--- src/rtl/sht40_meas_ctrl.sv ---
// SHT40 measurement sequencer: issues the measure command, waits out the conversion,
// reads six bytes through a byte-level I2C master, verifies both CRC-8s and publishes raw words.
module sht40_meas_ctrl #(
    parameter logic [6:0]  SHT_ADDR    = 7'h44,
    parameter logic [7:0]  MEAS_CMD    = 8'hFD,
    parameter int unsigned WAIT_CYCLES = 900000,
    parameter int unsigned MAX_RETRIES = 3
) (
    input  logic        clk,
    input  logic        rst,
    input  logic        start,
    output logic        txn_valid,
    input  logic        txn_ready,
    output logic        txn_rw,
    output logic [6:0]  txn_addr,
    output logic [2:0]  txn_len,
    output logic [7:0]  txn_wdata,
    input  logic        rx_valid,
    input  logic [7:0]  rx_data,
    input  logic        txn_done,
    input  logic        txn_nack,
    output logic        busy,
    output logic        data_valid,
    output logic [15:0] temperature,
    output logic [15:0] humidity,
    output logic        err,
    output logic [1:0]  err_code,
    output logic [2:0]  dbg_state
);

    // Handshake: a request transfers on a cycle where txn_valid & txn_ready are both high;
    // txn_valid, txn_rw and txn_len hold steady from the first request cycle until that transfer.

    localparam int unsigned CNT_W       = (WAIT_CYCLES > 2) ? $clog2(WAIT_CYCLES) : 1;
    localparam logic [CNT_W-1:0] CNT_LOAD = CNT_W'(WAIT_CYCLES - 1);
    localparam logic [2:0] RETRY_LIMIT  = 3'(MAX_RETRIES);

    typedef enum logic [2:0] {
        IDLE    = 3'd0,
        WR_REQ  = 3'd1,
        WR_WAIT = 3'd2,
        DELAY   = 3'd3,
        RD_REQ  = 3'd4,
        RD_WAIT = 3'd5,
        CHECK   = 3'd6
    } state_t;

    state_t           state_q, state_d;
    logic [CNT_W-1:0] cnt_q, cnt_d;
    logic [2:0]       retries_q, retries_d;
    logic [2:0]       idx_q, idx_d;
    logic [7:0]       crc_q, crc_d;
    logic             mism_q, mism_d;
    logic [1:0]       fail_q, fail_d;
    logic [15:0]      t_stage_q, t_stage_d;
    logic [15:0]      h_stage_q, h_stage_d;
    logic [15:0]      temperature_q, temperature_d;
    logic [15:0]      humidity_q, humidity_d;

    // Folds one byte into the CRC-8 (poly 0x31, MSB first) in a single cycle.
    function automatic logic [7:0] crc8_step(input logic [7:0] crc, input logic [7:0] data);
        logic [7:0] c;
        c = crc ^ data;
        for (int i = 0; i < 8; i++) begin
            c = c[7] ? ((c << 1) ^ 8'h31) : (c << 1);
        end
        return c;
    endfunction

    always_ff @(posedge clk) begin
        if (rst) begin
            state_q       <= IDLE;
            cnt_q         <= '0;
            retries_q     <= '0;
            idx_q         <= '0;
            crc_q         <= 8'hFF;
            mism_q        <= 1'b0;
            fail_q        <= 2'd0;
            t_stage_q     <= '0;
            h_stage_q     <= '0;
            temperature_q <= '0;
            humidity_q    <= '0;
        end else begin
            state_q       <= state_d;
            cnt_q         <= cnt_d;
            retries_q     <= retries_d;
            idx_q         <= idx_d;
            crc_q         <= crc_d;
            mism_q        <= mism_d;
            fail_q        <= fail_d;
            t_stage_q     <= t_stage_d;
            h_stage_q     <= h_stage_d;
            temperature_q <= temperature_d;
            humidity_q    <= humidity_d;
        end
    end

    always_comb begin
        state_d       = state_q;
        cnt_d         = cnt_q;
        retries_d     = retries_q;
        idx_d         = idx_q;
        crc_d         = crc_q;
        mism_d        = mism_q;
        fail_d        = fail_q;
        t_stage_d     = t_stage_q;
        h_stage_d     = h_stage_q;
        temperature_d = temperature_q;
        humidity_d    = humidity_q;

        unique case (state_q)
            IDLE: begin
                if (start) begin
                    state_d   = WR_REQ;
                    retries_d = '0;
                    fail_d    = 2'd0;
                end
            end
            WR_REQ: begin
                if (txn_ready) state_d = WR_WAIT;
            end
            WR_WAIT: begin
                if (txn_done) begin
                    if (txn_nack) begin
                        fail_d  = 2'd1;
                        state_d = CHECK;
                    end else begin
                        cnt_d   = CNT_LOAD;
                        state_d = DELAY;
                    end
                end
            end
            DELAY: begin
                if (cnt_q == '0) state_d = RD_REQ;
                else             cnt_d   = cnt_q - CNT_W'(1);
            end
            RD_REQ: begin
                if (txn_ready) begin
                    state_d = RD_WAIT;
                    idx_d   = '0;
                    crc_d   = 8'hFF;
                    mism_d  = 1'b0;
                end
            end
            RD_WAIT: begin
                // The byte is absorbed first so a byte coinciding with txn_done still counts.
                if (rx_valid && (idx_q < 3'd6)) begin
                    idx_d = idx_q + 3'd1;
                    case (idx_q)
                        3'd0: begin t_stage_d[15:8] = rx_data; crc_d = crc8_step(crc_q, rx_data); end
                        3'd1: begin t_stage_d[7:0]  = rx_data; crc_d = crc8_step(crc_q, rx_data); end
                        3'd3: begin h_stage_d[15:8] = rx_data; crc_d = crc8_step(crc_q, rx_data); end
                        3'd4: begin h_stage_d[7:0]  = rx_data; crc_d = crc8_step(crc_q, rx_data); end
                        default: begin
                            if (rx_data != crc_q) mism_d = 1'b1;
                            crc_d = 8'hFF;
                        end
                    endcase
                end
                if (txn_done) begin
                    if (txn_nack || (idx_d != 3'd6)) begin
                        if (retries_q < RETRY_LIMIT) begin
                            retries_d = retries_q + 3'd1;
                            cnt_d     = CNT_LOAD;
                            state_d   = DELAY;
                        end else begin
                            fail_d  = 2'd2;
                            state_d = CHECK;
                        end
                    end else if (mism_d) begin
                        fail_d  = 2'd3;
                        state_d = CHECK;
                    end else begin
                        fail_d        = 2'd0;
                        temperature_d = t_stage_d;
                        humidity_d    = h_stage_d;
                        state_d       = CHECK;
                    end
                end
            end
            CHECK: state_d = IDLE;
            default: state_d = IDLE;
        endcase
    end

    // Every termination passes through CHECK, so result pulses land one cycle after the final done.
    assign txn_valid   = (state_q == WR_REQ) || (state_q == RD_REQ);
    assign txn_rw      = (state_q == RD_REQ);
    assign txn_len     = (state_q == RD_REQ) ? 3'd6 : ((state_q == WR_REQ) ? 3'd1 : 3'd0);
    assign txn_addr    = SHT_ADDR;
    assign txn_wdata   = MEAS_CMD;
    assign busy        = (state_q != IDLE);
    assign data_valid  = (state_q == CHECK) && (fail_q == 2'd0);
    assign err         = (state_q == CHECK) && (fail_q != 2'd0);
    assign err_code    = err ? fail_q : 2'd0;
    assign temperature = temperature_q;
    assign humidity    = humidity_q;
    assign dbg_state   = state_q;

endmodule

--- config.mk ---
export PLATFORM = sky130hd
export DESIGN_NAME = sht40_meas_ctrl
export DESIGN_NICKNAME = d
export VERILOG_FILES = /design/src/rtl/sht40_meas_ctrl.sv
export SDC_FILE = /design/constraint.sdc
export NUM_CORES = 1
export LEC_CHECK = 0
export BUFFER_PORTS_ARGS = -buffer_cell sky130_fd_sc_hd__buf_2
export CAP_MARGIN = 5
export CELL_PAD_IN_SITES_DETAIL_PLACEMENT = 0
export CELL_PAD_IN_SITES_GLOBAL_PLACEMENT = 1
export CORE_UTILIZATION = 49
export CTS_BUF_LIST = sky130_fd_sc_hd__clkbuf_2 sky130_fd_sc_hd__clkbuf_4 sky130_fd_sc_hd__clkbuf_8
export CTS_CLUSTER_DIAMETER = 100
export CTS_CLUSTER_SIZE = 25
export DETAILED_ROUTE_END_ITERATION = 8
export PLACE_DENSITY_LB_ADDON = 0.1
export REMOVE_ABC_BUFFERS = 1
export SETUP_SLACK_MARGIN = 0.3
export SLEW_MARGIN = 20
export SYNTH_ARGS = -nofsm -noshare
export SYNTH_HDL_FRONTEND = slang
export SYNTH_SLANG_ARGS = --single-unit
--- constraint.sdc ---
create_clock -name clk -period 6.5 [get_ports clk]
set_input_delay 1.3 -clock clk [delete_from_list [all_inputs] [get_ports clk]]
set_output_delay 1.3 -clock clk [all_outputs]
set_load 0.02 [all_outputs]
==> impl_metrics.yaml, run 1 <==
hold_path:
  whs_endpoint: "h_stage_q[0]"
  hp-class: "reg2reg"
  hold_path_depth: 2
  hp-start: "h_stage_q[0]"
clocking:
  clkSinkCount: 104
  clk_pin_slew_ns: 0.11
  insertion_delay_ns: 0.39
  cts_tree: "done"
  cts_buffers: 9
  cts-root-buf: "clkbuf_8"
  clockBufferDepth: 2
  ctsHoldBuffers: 0
  post_cts_buffers: 0
  cts_resized: 0
  htreeDepth: 3
die:
  design.core.area_um2: 10800
  die_y_um: 108
  die-area_um2: 11600
  die_w_um: 108
  io_pins: 75
  initial_core_util_pct: 50.3
  num_rows: 38
worst_setup_path:
  cp.required_ns: 6.72
  cp_num_buf_inv: 2
  path_delay_family: "simple AND/OR/NAND/NOR gates"
  cp_num_cells: 7
  crit_path_cell_trace: "buf_2, xnor2_1, nor4b_1, a41oi_1, nor2_2, buf_4, a311oi_1"
  r2r_slack_ns: 3.34
  cpPeakStageDelay_ns: 0.60
  endpoint_kind: "flop"
  reg2reg_depth: 7
  r2r_start: "idx_q[0]"
  critPathKind: "in2reg"
  worstPathMaxFanout: 18
  start_kind: "input port"
  arrival_ns: 3.53
  critPathSlowestCell: "nor2_2"
  r2r-end: "cnt_q[18]"
sta:
  maxSlewHeadroom_pct: 27.7
  period_needed_ns: 3.30
  rsz0062_at_grt: "no"
  setup_violations: 0
  fin_setup_tns_ns: 0
  period_share_pct: 50.8
  clock_skew_ns: 0.0103
  drv_slew: 0
  max_freq_mhz: 303
  setup_slack_ns: 3.20
  hold_viol: 0
  tightest_slew_ns: 1.08
pwr:
  power_leakage_uw: 0.00227
  vdd_drop_max_uv: 314
  power.total_uw: 1940
  p_per_area_nw_per_um2: 329
global_routing:
  grt_pass1_vias: 4441
  overflow: 0
  grt_use_total_pct: 24.5
  grt_max_degree: 65
  antenna_found_initial: 0
  grt_pass1_wl_mm: 22.4
place:
  placed_cells: 762
  port_buffers: 59
  dpl_worst_slack_ns: 2.83
  place_hpwl_mm: 8.47
  placed_area_um2: 5640
  gp_congestion: 0.814
drt:
  vias_per_cell: 6.25
  routedWlPerCell_um: 17.3
  vias: 4866
  drc: 0
  antenna_left: 0
  drt-initial-drc-count: 342
  firstDrtPassIters: 7
  drt-total-wl_mm: 13.5
cells_and_area:
  nets: 656
  register_area_um2: 2080
  final_cells: 779
  stdcell_area_um2: 5910
  drive_above_1_share_pct: 14.7
  fillers: 1023
  antenna_cells: 0
  multiInputGateArea_um2: 3010
  final_cell_mix: "dfxtp_1, buf_2, a31oi_1"
  layout_commonest_cell: "dfxtp_1"
  area.growth.synth_to_final_pct: 8.26
synth:
  synth-warning-count: 0
  synth_edf_count: 0
  syn-cell-area_um2: 5460
  yosysUniqueCellTypes: 66
  syn_inst: 623
  synth_ff_type: "dfxtp_1"
  syn-mean-instance-area_um2: 8.76
  async_flop_share_pct: 0
  yosysSeqAreaShare_pct: 38.2
  synth-seq-cells: 104
flow_run:
  max_cap_violations: 0
run_status:
  outcome: "complete, no violations"
==> Yosys cell counts (5+ instances only) <==
| library cell | instances | area share [%] |
|---|---|---|
| a31oi_1 | 43 | 4.9 |
| nand3_1 | 6 | 0.55 |
| or3_1 | 12 | 1.4 |
| a21oi_1 | 40 | 3.7 |
| mux2i_1 | 42 | 7.7 |
| clkbuf_1 | 52 | 3.6 |
| xor2_1 | 7 | 1.1 |
| dfxtp_1 | 104 | 38 |
| xnor2_1 | 14 | 2.2 |
| a311oi_1 | 36 | 5.8 |
| nor2_1 | 26 | 1.8 |
| nor3_1 | 5 | 0.46 |
| nor2b_1 | 5 | 0.57 |
| inv_1 | 12 | 0.83 |
| o21ai_0 | 33 | 3.0 |
| or4_1 | 16 | 2.2 |
| ha_1 | 7 | 1.6 |
| o211ai_1 | 6 | 0.83 |
| buf_4 | 17 | 2.3 |
| o31ai_1 | 13 | 1.8 |
| nand2_1 | 37 | 2.5 |
| nor4_1 | 7 | 0.80 |
| buf_2 | 7 | 0.64 |
==> logic make-up (layout without fill, tap and decap cells) <==
group / after synthesis / count (layout) / synth area share (%)
flops: 104 / 104 / 38.2
other cells: 2 / 15 / 0.138
buf+inv: 91 / 94 / 7.73
compound gates: 209 / 209 / 25.9
mux: 42 / 42 / 7.71
simple gates: 147 / 147 / 15.4
fa+ha+maj: 7 / 7 / 1.61
xor+xnor: 21 / 21 / 3.37
==> registers in the layout, summed over array words and instances (netlist names), 2 cells and up <==
signal / cells
dbg_state: 3
retries_q: 3
cnt_q: 20
h_stage_q: 16
idx_q: 3
temperature: 16
fail_q: 2
humidity: 16
t_stage_q: 16
crc_q: 8
==> routing by layer <==
layer	up-vias	wire, µm	GRT usage [%]	part of all wire, %
met4	0	138	6.36	1.0
met3	11	610	5.87	4.5
met1	2390	6670	33.6	49
li1	2353	-	-	-
met5	-	0	0	0
met2	112	6070	38.3	45
==> metrics by stage <==
step                      hold WS, ns  util (%)
after CTS                       0.482      54.3
after detailed placement        0.467      52.1
after floorplan                 0.444         -
final                           0.481      54.5
after global routing            0.511      54.5
after global placement          0.460      52.1
==> power by group <==
part	switching [µW]	internal [µW]	total, µW
Sequential	66.7	686	753
Clock	236	264	499
Combinational	409	280	689
==> layout make-up <==
cell class	count	area share (%)
clock buffer	10	2.22
multi-input combinational	441	50.9
sequential	104	35.3
tap	140	2.97
timing repair buffer	65	5.89
clock inverter	6	1.95
inverter	13	0.826
==> worst max-delay path by stage <==
stage,startpoint,to,slack (ns)
finish,rx_data[6],temperature[11],3.20
detailed placement,rx_data[6],humidity[4],2.83
floorplan,rx_data[6],humidity[0],3.04
CTS,rx_valid,cnt_q[18],3.24
global placement,rx_data[6],temperature[10],2.74
global route,rx_valid,cnt_q[18],2.98
==> worst min-delay path, cell delays in order (launching register included) <==
cell	delay, ns
dfxtp_1	0.32
o21ai_0	0.06
a21oi_1	0.06
Note: power is estimated with default switching activity, not from simulation.
==> run 2: changes to the inputs <==
--- a/config.mk
+++ b/config.mk
@@ -9,7 +9,7 @@
 export CAP_MARGIN = 5
 export CELL_PAD_IN_SITES_DETAIL_PLACEMENT = 0
 export CELL_PAD_IN_SITES_GLOBAL_PLACEMENT = 1
-export CORE_UTILIZATION = 49
+export CORE_UTILIZATION = 45
 export CTS_BUF_LIST = sky130_fd_sc_hd__clkbuf_2 sky130_fd_sc_hd__clkbuf_4 sky130_fd_sc_hd__clkbuf_8
 export CTS_CLUSTER_DIAMETER = 100
 export CTS_CLUSTER_SIZE = 25
==> constraint.sdc (replaced) <==
create_clock -name clk -period 3.05 [get_ports clk]
set_input_delay 0.61 -clock clk [delete_from_list [all_inputs] [get_ports clk]]
set_output_delay 0.61 -clock clk [all_outputs]
set_load 0.02 [all_outputs]
==> run 2 against run 1 <==
  * Clock skew decreased by 0.0064 ns
  * Global-route usage down 1.7 points
  * Sequential power up 110%
  * The run now ends with DRC left
  * Cell area is 1.5% higher
  * Largest power group is now combinational cells
  * Clock power increased by 75%
  * Critical endpoint is now cnt_q[8]
==> impl_metrics.yaml, run 2 (synthesized netlist as in run 1, its figures left out) <==
run_status:
  outcome: "finished with violations"
  violations: "DRC"
worst_setup_path:
  endpoint_kind: "flop"
  cp.required_ns: 3.35
  crit_path_cell_trace: "ha_1, ha_1, nand4bb_1, o211ai_1, a22o_2, buf_4, or4_1, a31oi_1"
  r2r_start: "idx_q[0]"
  critPathKind: "reg2reg"
  r2r_slack_ns: 0.41
  path_delay_family: "compound AO/OA/AOI/OAI gates"
  worstPathMaxFanout: 15
  cp_num_buf_inv: 1
  critical_path.startpoint: "idx_q[0]"
  cpPeakStageDelay_ns: 0.50
  crit_path_frequent_cell: "ha_1"
  r2r-end: "cnt_q[8]"
  critPathSlowestCell: "or4_1"
  reg2reg_depth: 8
  start_kind: "flop"
  arrival_ns: 2.94
pwr:
  p_per_area_nw_per_um2: 667
  vdd_drop_max_uv: 385
  power_leakage_uw: 0.00233
  p_int_uw: 2490
  clkPwrFrac_pct: 21.8
  power_frac_comb_pct: 39.3
  seqPwrFrac_pct: 38.9
  switchingPower_uw: 1500
  swShare_pct: 37.6
cells_and_area:
  fillers: 1141
  final_cells: 798
  regMostFlops: "cnt_q"
  area.growth.synth_to_final_pct: 9.84
  largest_register_ffs: 20
  register_area_um2: 2080
  final_cell_mix: "dfxtp_1, buf_2, a31oi_1"
  drive_above_1_share_pct: 17.1
  layout_commonest_cell: "dfxtp_1"
  nets: 673
  multiInputGateArea_um2: 3010
  antenna_cells: 0
global_routing:
  grt_pass1_wl_mm: 23.0
  grt_pass1_vias: 4522
  grt_use_total_pct: 22.8
  overflow: 0
  grt_max_degree: 65
  antenna_found_initial: 0
clocking:
  clkSinkCount: 104
  clockBufferDepth: 2
  insertion_delay_ns: 0.38
  cts_tree: "done"
  clk_pin_slew_ns: 0.09
  htreeDepth: 3
  cts-root-buf: "clkbuf_8"
  cts_buffers: 9
sta:
  maxSlewHeadroom_pct: 27.8
  period_share_pct: 86.4
  setup_violations: 0
  drv_slew: 0
  period_needed_ns: 2.64
  clock_skew_ns: 0.00384
  fin_setup_tns_ns: 0
  rsz0062_at_grt: "no"
  hold_viol: 0
  tightest_slew_ns: 1.08
  max_freq_mhz: 379
hold_path:
  hp-start: "t_stage_q[11]"
  hp-class: "reg2reg"
  hold_path_depth: 2
  whs_endpoint: "t_stage_q[11]"
drt:
  wirelength_met1_mm: 6.74
  routedWlPerCell_um: 17.5
  drt-total-wl_mm: 14.0
  route.met3.wl_um: 661
  firstDrtPassIters: 7
  drc: 5
  drt-initial-drc-count: 336
  dr_wl_met2_mm: 6.44
  vias_per_cell: 6.11
  vias: 4876
  antenna_left: 0
  routed.top_layer: "met4"
place:
  port_buffers: 59
  gp_congestion: 0.798
  placed_cells: 783
  place_hpwl_mm: 9.23
die:
  num_rows: 39
  initial_core_util_pct: 47.0
  die_y_um: 112
  io_pins: 75
  design.core.area_um2: 11600
  die_w_um: 112
  die-area_um2: 12600
flow_run:
  max_cap_violations: 0
run 2: cell types whose count changed in the layout (fill, tap and decap cells not counted), sizes merged:
cell | previous run | this run
buf | 65 | 82
clkbuf | 10 | 12
bufinv | 3 | 1
inv | 14 | 11
clkinv | 2 | 4
run 2: through the flow:
stage	hold WS [ns]	worst slack [ns]	cell area, µm²	util, %	total power, µW
2_1_floorplan	0.444	0.0817	5130	-	2720
3_3_place_gp	0.460	0.459	5790	49.9	3100
3_5_place_dp	0.466	0.392	5790	49.9	3130
4_1_cts	0.479	0.363	5980	51.5	4010
5_1_grt	0.510	0.305	5990	51.6	4260
6_report	0.481	0.415	5990	51.6	4000
run 2: area by class of cell:
class                   count  area share, %
well taps                 143           2.99
flip-flops and latches    104           34.7
inverters                  13          0.814
repair buffers             82           8.02
multi-input cells         441           50.3
clock buffers              12           2.44
clock inverters             3          0.731
run 2: per-layer routing:
layer,global-route usage (%),up-vias
li1,-,2378
met4,5.33,0
met5,0,-
met1,31.1,2372
met2,36.6,115
met3,5.29,11
run 2: power groups by stage:
stage,registers [µW],logic [µW],clock network [µW]
floorplan,1610,1110,0
finish,1550,1570,871
global placement,1580,1520,0
CTS,1550,1560,901
detailed placement,1580,1550,0
global route,1570,1730,957
run 2: worst min-delay path, cell delays in order, from the launching register on:
cell and delay (ns):
dfxtp_1 0.32, o21ai_0 0.06, a21oi_1 0.06
run 2: worst max path at each step:
stage,to,slack [ns],depth (start not counted)
3_5_place_dp,cnt_q[7],0.39,8
6_report,cnt_q[8],0.41,8
4_1_cts,cnt_q[7],0.36,8
5_1_grt,temperature[5],0.31,8
2_1_floorplan,humidity[0],0.08,7
3_3_place_gp,cnt_q[11],0.46,7
run 2: what timing repair did:
item	4_1_cts	5_1_grt
resized for setup	0	3
setup buffers	0	0
hold buffers	0	0
setup endpoints to repair	0	11
==> run 3: changes to the inputs <==
--- a/config.mk
+++ b/config.mk
@@ -5,11 +5,12 @@
 export SDC_FILE = /design/constraint.sdc
 export NUM_CORES = 1
 export LEC_CHECK = 0
+export ABC_AREA = 1
 export BUFFER_PORTS_ARGS = -buffer_cell sky130_fd_sc_hd__buf_2
 export CAP_MARGIN = 5
 export CELL_PAD_IN_SITES_DETAIL_PLACEMENT = 0
 export CELL_PAD_IN_SITES_GLOBAL_PLACEMENT = 1
-export CORE_UTILIZATION = 45
+export CORE_UTILIZATION = 43
 export CTS_BUF_LIST = sky130_fd_sc_hd__clkbuf_2 sky130_fd_sc_hd__clkbuf_4 sky130_fd_sc_hd__clkbuf_8
 export CTS_CLUSTER_DIAMETER = 100
 export CTS_CLUSTER_SIZE = 25
==> constraint.sdc (replaced) <==
create_clock -name clk -period 3.05 [get_ports clk]
set_input_delay 0.915 -clock clk [delete_from_list [all_inputs] [get_ports clk]]
set_output_delay 0.915 -clock clk [all_outputs]
set_load 0.02 [all_outputs]
==> run 3 against run 2 <==
  * The run now ends clean
  * Critical path type is now reg2out
  * Largest cell class unchanged
  * Cell area is 6.7% higher
  * Critical endpoint is now txn_len[2]
  * Non-clock buffer count is 10 lower
  * Clock power hardly changed
  * Combinational power is 43% higher
==> impl_metrics.yaml, run 3 <==
worst_setup_path:
  cp.required_ns: 2.13
  r2r-end: "temperature[6]"
  endpoint_kind: "output pin"
  arrival_ns: 1.48
  critical_path.startpoint: "dbg_state[0]"
  worstPathMaxFanout: 5
  cpPeakStageDelay_ns: 0.44
  r2r_start: "idx_q[0]"
  reg2reg_depth: 11
  critPathSlowestCell: "dfxtp_1"
  start_kind: "flop"
  crit_path_cell_trace: "inv_1, nand2_1, inv_1, nand2_1, inv_1, buf_2"
  crit_path_frequent_cell: "inv_1"
  critPathKind: "reg2out"
  r2r_slack_ns: 0.81
drt:
  firstDrtPassIters: 5
  drc: 0
  vias_per_cell: 4.94
  vias: 5475
  drt-initial-drc-count: 267
  drt-total-wl_mm: 14.3
  routedWlPerCell_um: 12.9
  antenna_left: 0
sta:
  rsz0062_at_grt: "no"
  tightest_slew_ns: 0.620
  period_share_pct: 78.4
  period_needed_ns: 2.39
  drv_slew: 0
  max_freq_mhz: 418
  clock_skew_ns: 0.0152
  hold_slack_ns: 0.461
  setup_violations: 0
  setup_slack_ns: 0.659
  maxSlewHeadroom_pct: 58.6
  hold_viol: 0
synth:
  yosysTopAreaCellShare_pct: 35.7
  syn-cell-area_um2: 5840
  synth_ff_type: "dfxtp_1"
  async_flop_share_pct: 0
  synth-warning-count: 0
  synthTopCellsByArea: "dfxtp_1, nand2_1, nor2_1, nand3_1, inv_1"
  syn-mean-instance-area_um2: 6.59
  synthTopCellsByCount: "nand2_1, nor2_1, dfxtp_1"
  synth-seq-cells: 104
  yosysMostFrequentCell: "nand2_1"
  yosysSeqAreaShare_pct: 35.7
  syn_inst: 886
  yosysUniqueCellTypes: 37
  synth_edf_count: 0
  synth_top_area_cell: "dfxtp_1"
clocking:
  cts_tree: "done"
  post_cts_buffers: 0
  ctsHoldBuffers: 0
  htreeDepth: 3
  clockBufferDepth: 2
  cts-root-buf: "clkbuf_8"
  cts_resized: 0
  clk_pin_slew_ns: 0.11
  clkSinkCount: 104
  cts_buffers: 9
  insertion_delay_ns: 0.39
die:
  num_rows: 42
  io_pins: 75
  die_w_um: 119
  die-area_um2: 14000
  die_y_um: 119
  initial_core_util_pct: 44.1
  design.core.area_um2: 13200
global_routing:
  grt_use_total_pct: 21.1
  grt_pass1_wl_mm: 23.8
  overflow: 0
  grt_max_degree: 78
  antenna_found_initial: 0
  grt_pass1_vias: 5050
place:
  port_buffers: 59
  gp_congestion: 0.826
  dpl_worst_slack_ns: 0.350
  place_hpwl_mm: 10.1
  placed_area_um2: 6200
cells_and_area:
  antenna_cells: 0
  final_cell_mix: "nand2_1, nor2_1, dfxtp_1"
  fin_util_pct: 48.3
  drive_above_1_share_pct: 13.1
  largest_register_ffs: 20
  stdcell_area_um2: 6400
  nets: 950
  regMostFlops: "cnt_q"
  layout_commonest_cell: "nand2_1"
  area.growth.synth_to_final_pct: 9.53
hold_path:
  hp-start: "retries_q[2]"
  whs_endpoint: "retries_q[2]"
  hp-class: "reg2reg"
  hold_path_depth: 2
flow_run:
  max_cap_violations: 0
pwr:
  power.total_uw: 4770
  power_leakage_uw: 0.00326
  p_per_area_nw_per_um2: 746
  vdd_drop_max_uv: 492
run_status:
  outcome: "complete, no violations"
[run 3: changes by cell type in the layout (fill, tap and decap cells not counted), moves of 36 or more]
cell / change
nand3_1: +66
nand2_1: +221
a31oi_1: -43
a311oi_1: -36
nor2_1: +108
inv_1: +76
[run 3: per-layer routing]
| layer | GRT usage, % | wire length (µm) | vias to the layer above |
|---|---|---|---|
| met5 | 0 | 0 | - |
| met4 | 7.44 | 197 | 0 |
| met3 | 3.81 | 530 | 19 |
| met2 | 37.2 | 7020 | 125 |
| met1 | 25.4 | 6530 | 2469 |
| li1 | - | - | 2862 |
[run 3: kinds of logic after synthesis]
| group | share of synthesized area, % |
|---|---|
| AND/OR/NAND/NOR | 35.5 |
| buffers and inverters | 11.5 |
| flip-flops | 35.7 |
| AO/OA/AOI/OAI | 10.6 |
| XOR/XNOR | 2.51 |
| multiplexers | 2.57 |
| adder cells (fa/ha/maj) | 1.50 |
| other | 0.129 |
[run 3: per-stage QoR]
stage / setup TNS (ns) / instances
floorplan: -12.50 / 845
global placement: 0 / 1093
detailed placement: 0 / 1093
CTS: 0 / 1109
global route: 0 / 1109
finish: 0 / 1109
[run 3: power breakdown]
part           internal [µW]  switching (µW)
clock network            345             525
logic                    806            1450
registers               1500             146
total                   2650            2120
[run 3: cell type report]
type | count | area [µm²]
Sequential cell | 104 | 2080
Timing Repair Buffer | 72 | 418
Inverter | 92 | 345
Fill cell | 1451 | 6850
Clock inverter | 5 | 46.3
Tap cell | 176 | 220
Clock buffer | 11 | 145
Multi-Input combinational cell | 649 | 3140
[run 3: worst max path at each step]
| stage | endpoint | cells past startpoint | slack [ns] |
|---|---|---|---|
| 6_report | txn_len[2] | 6 | 0.66 |
| 2_1_floorplan | humidity[0] | 8 | -0.38 |
| 5_1_grt | txn_rw | 6 | 0.52 |
| 3_3_place_gp | temperature[5] | 12 | 0.43 |
| 3_5_place_dp | temperature[6] | 12 | 0.35 |
| 4_1_cts | txn_len[2] | 6 | 0.62 |
[run 3: critical path, delay by kind of cell (launching register included)]
| kind | cells | cell delay, ns |
|---|---|---|
| flip-flops | 1 | 0.44 |
| buffers and inverters | 4 | 0.39 |
| AND/OR/NAND/NOR | 2 | 0.26 |
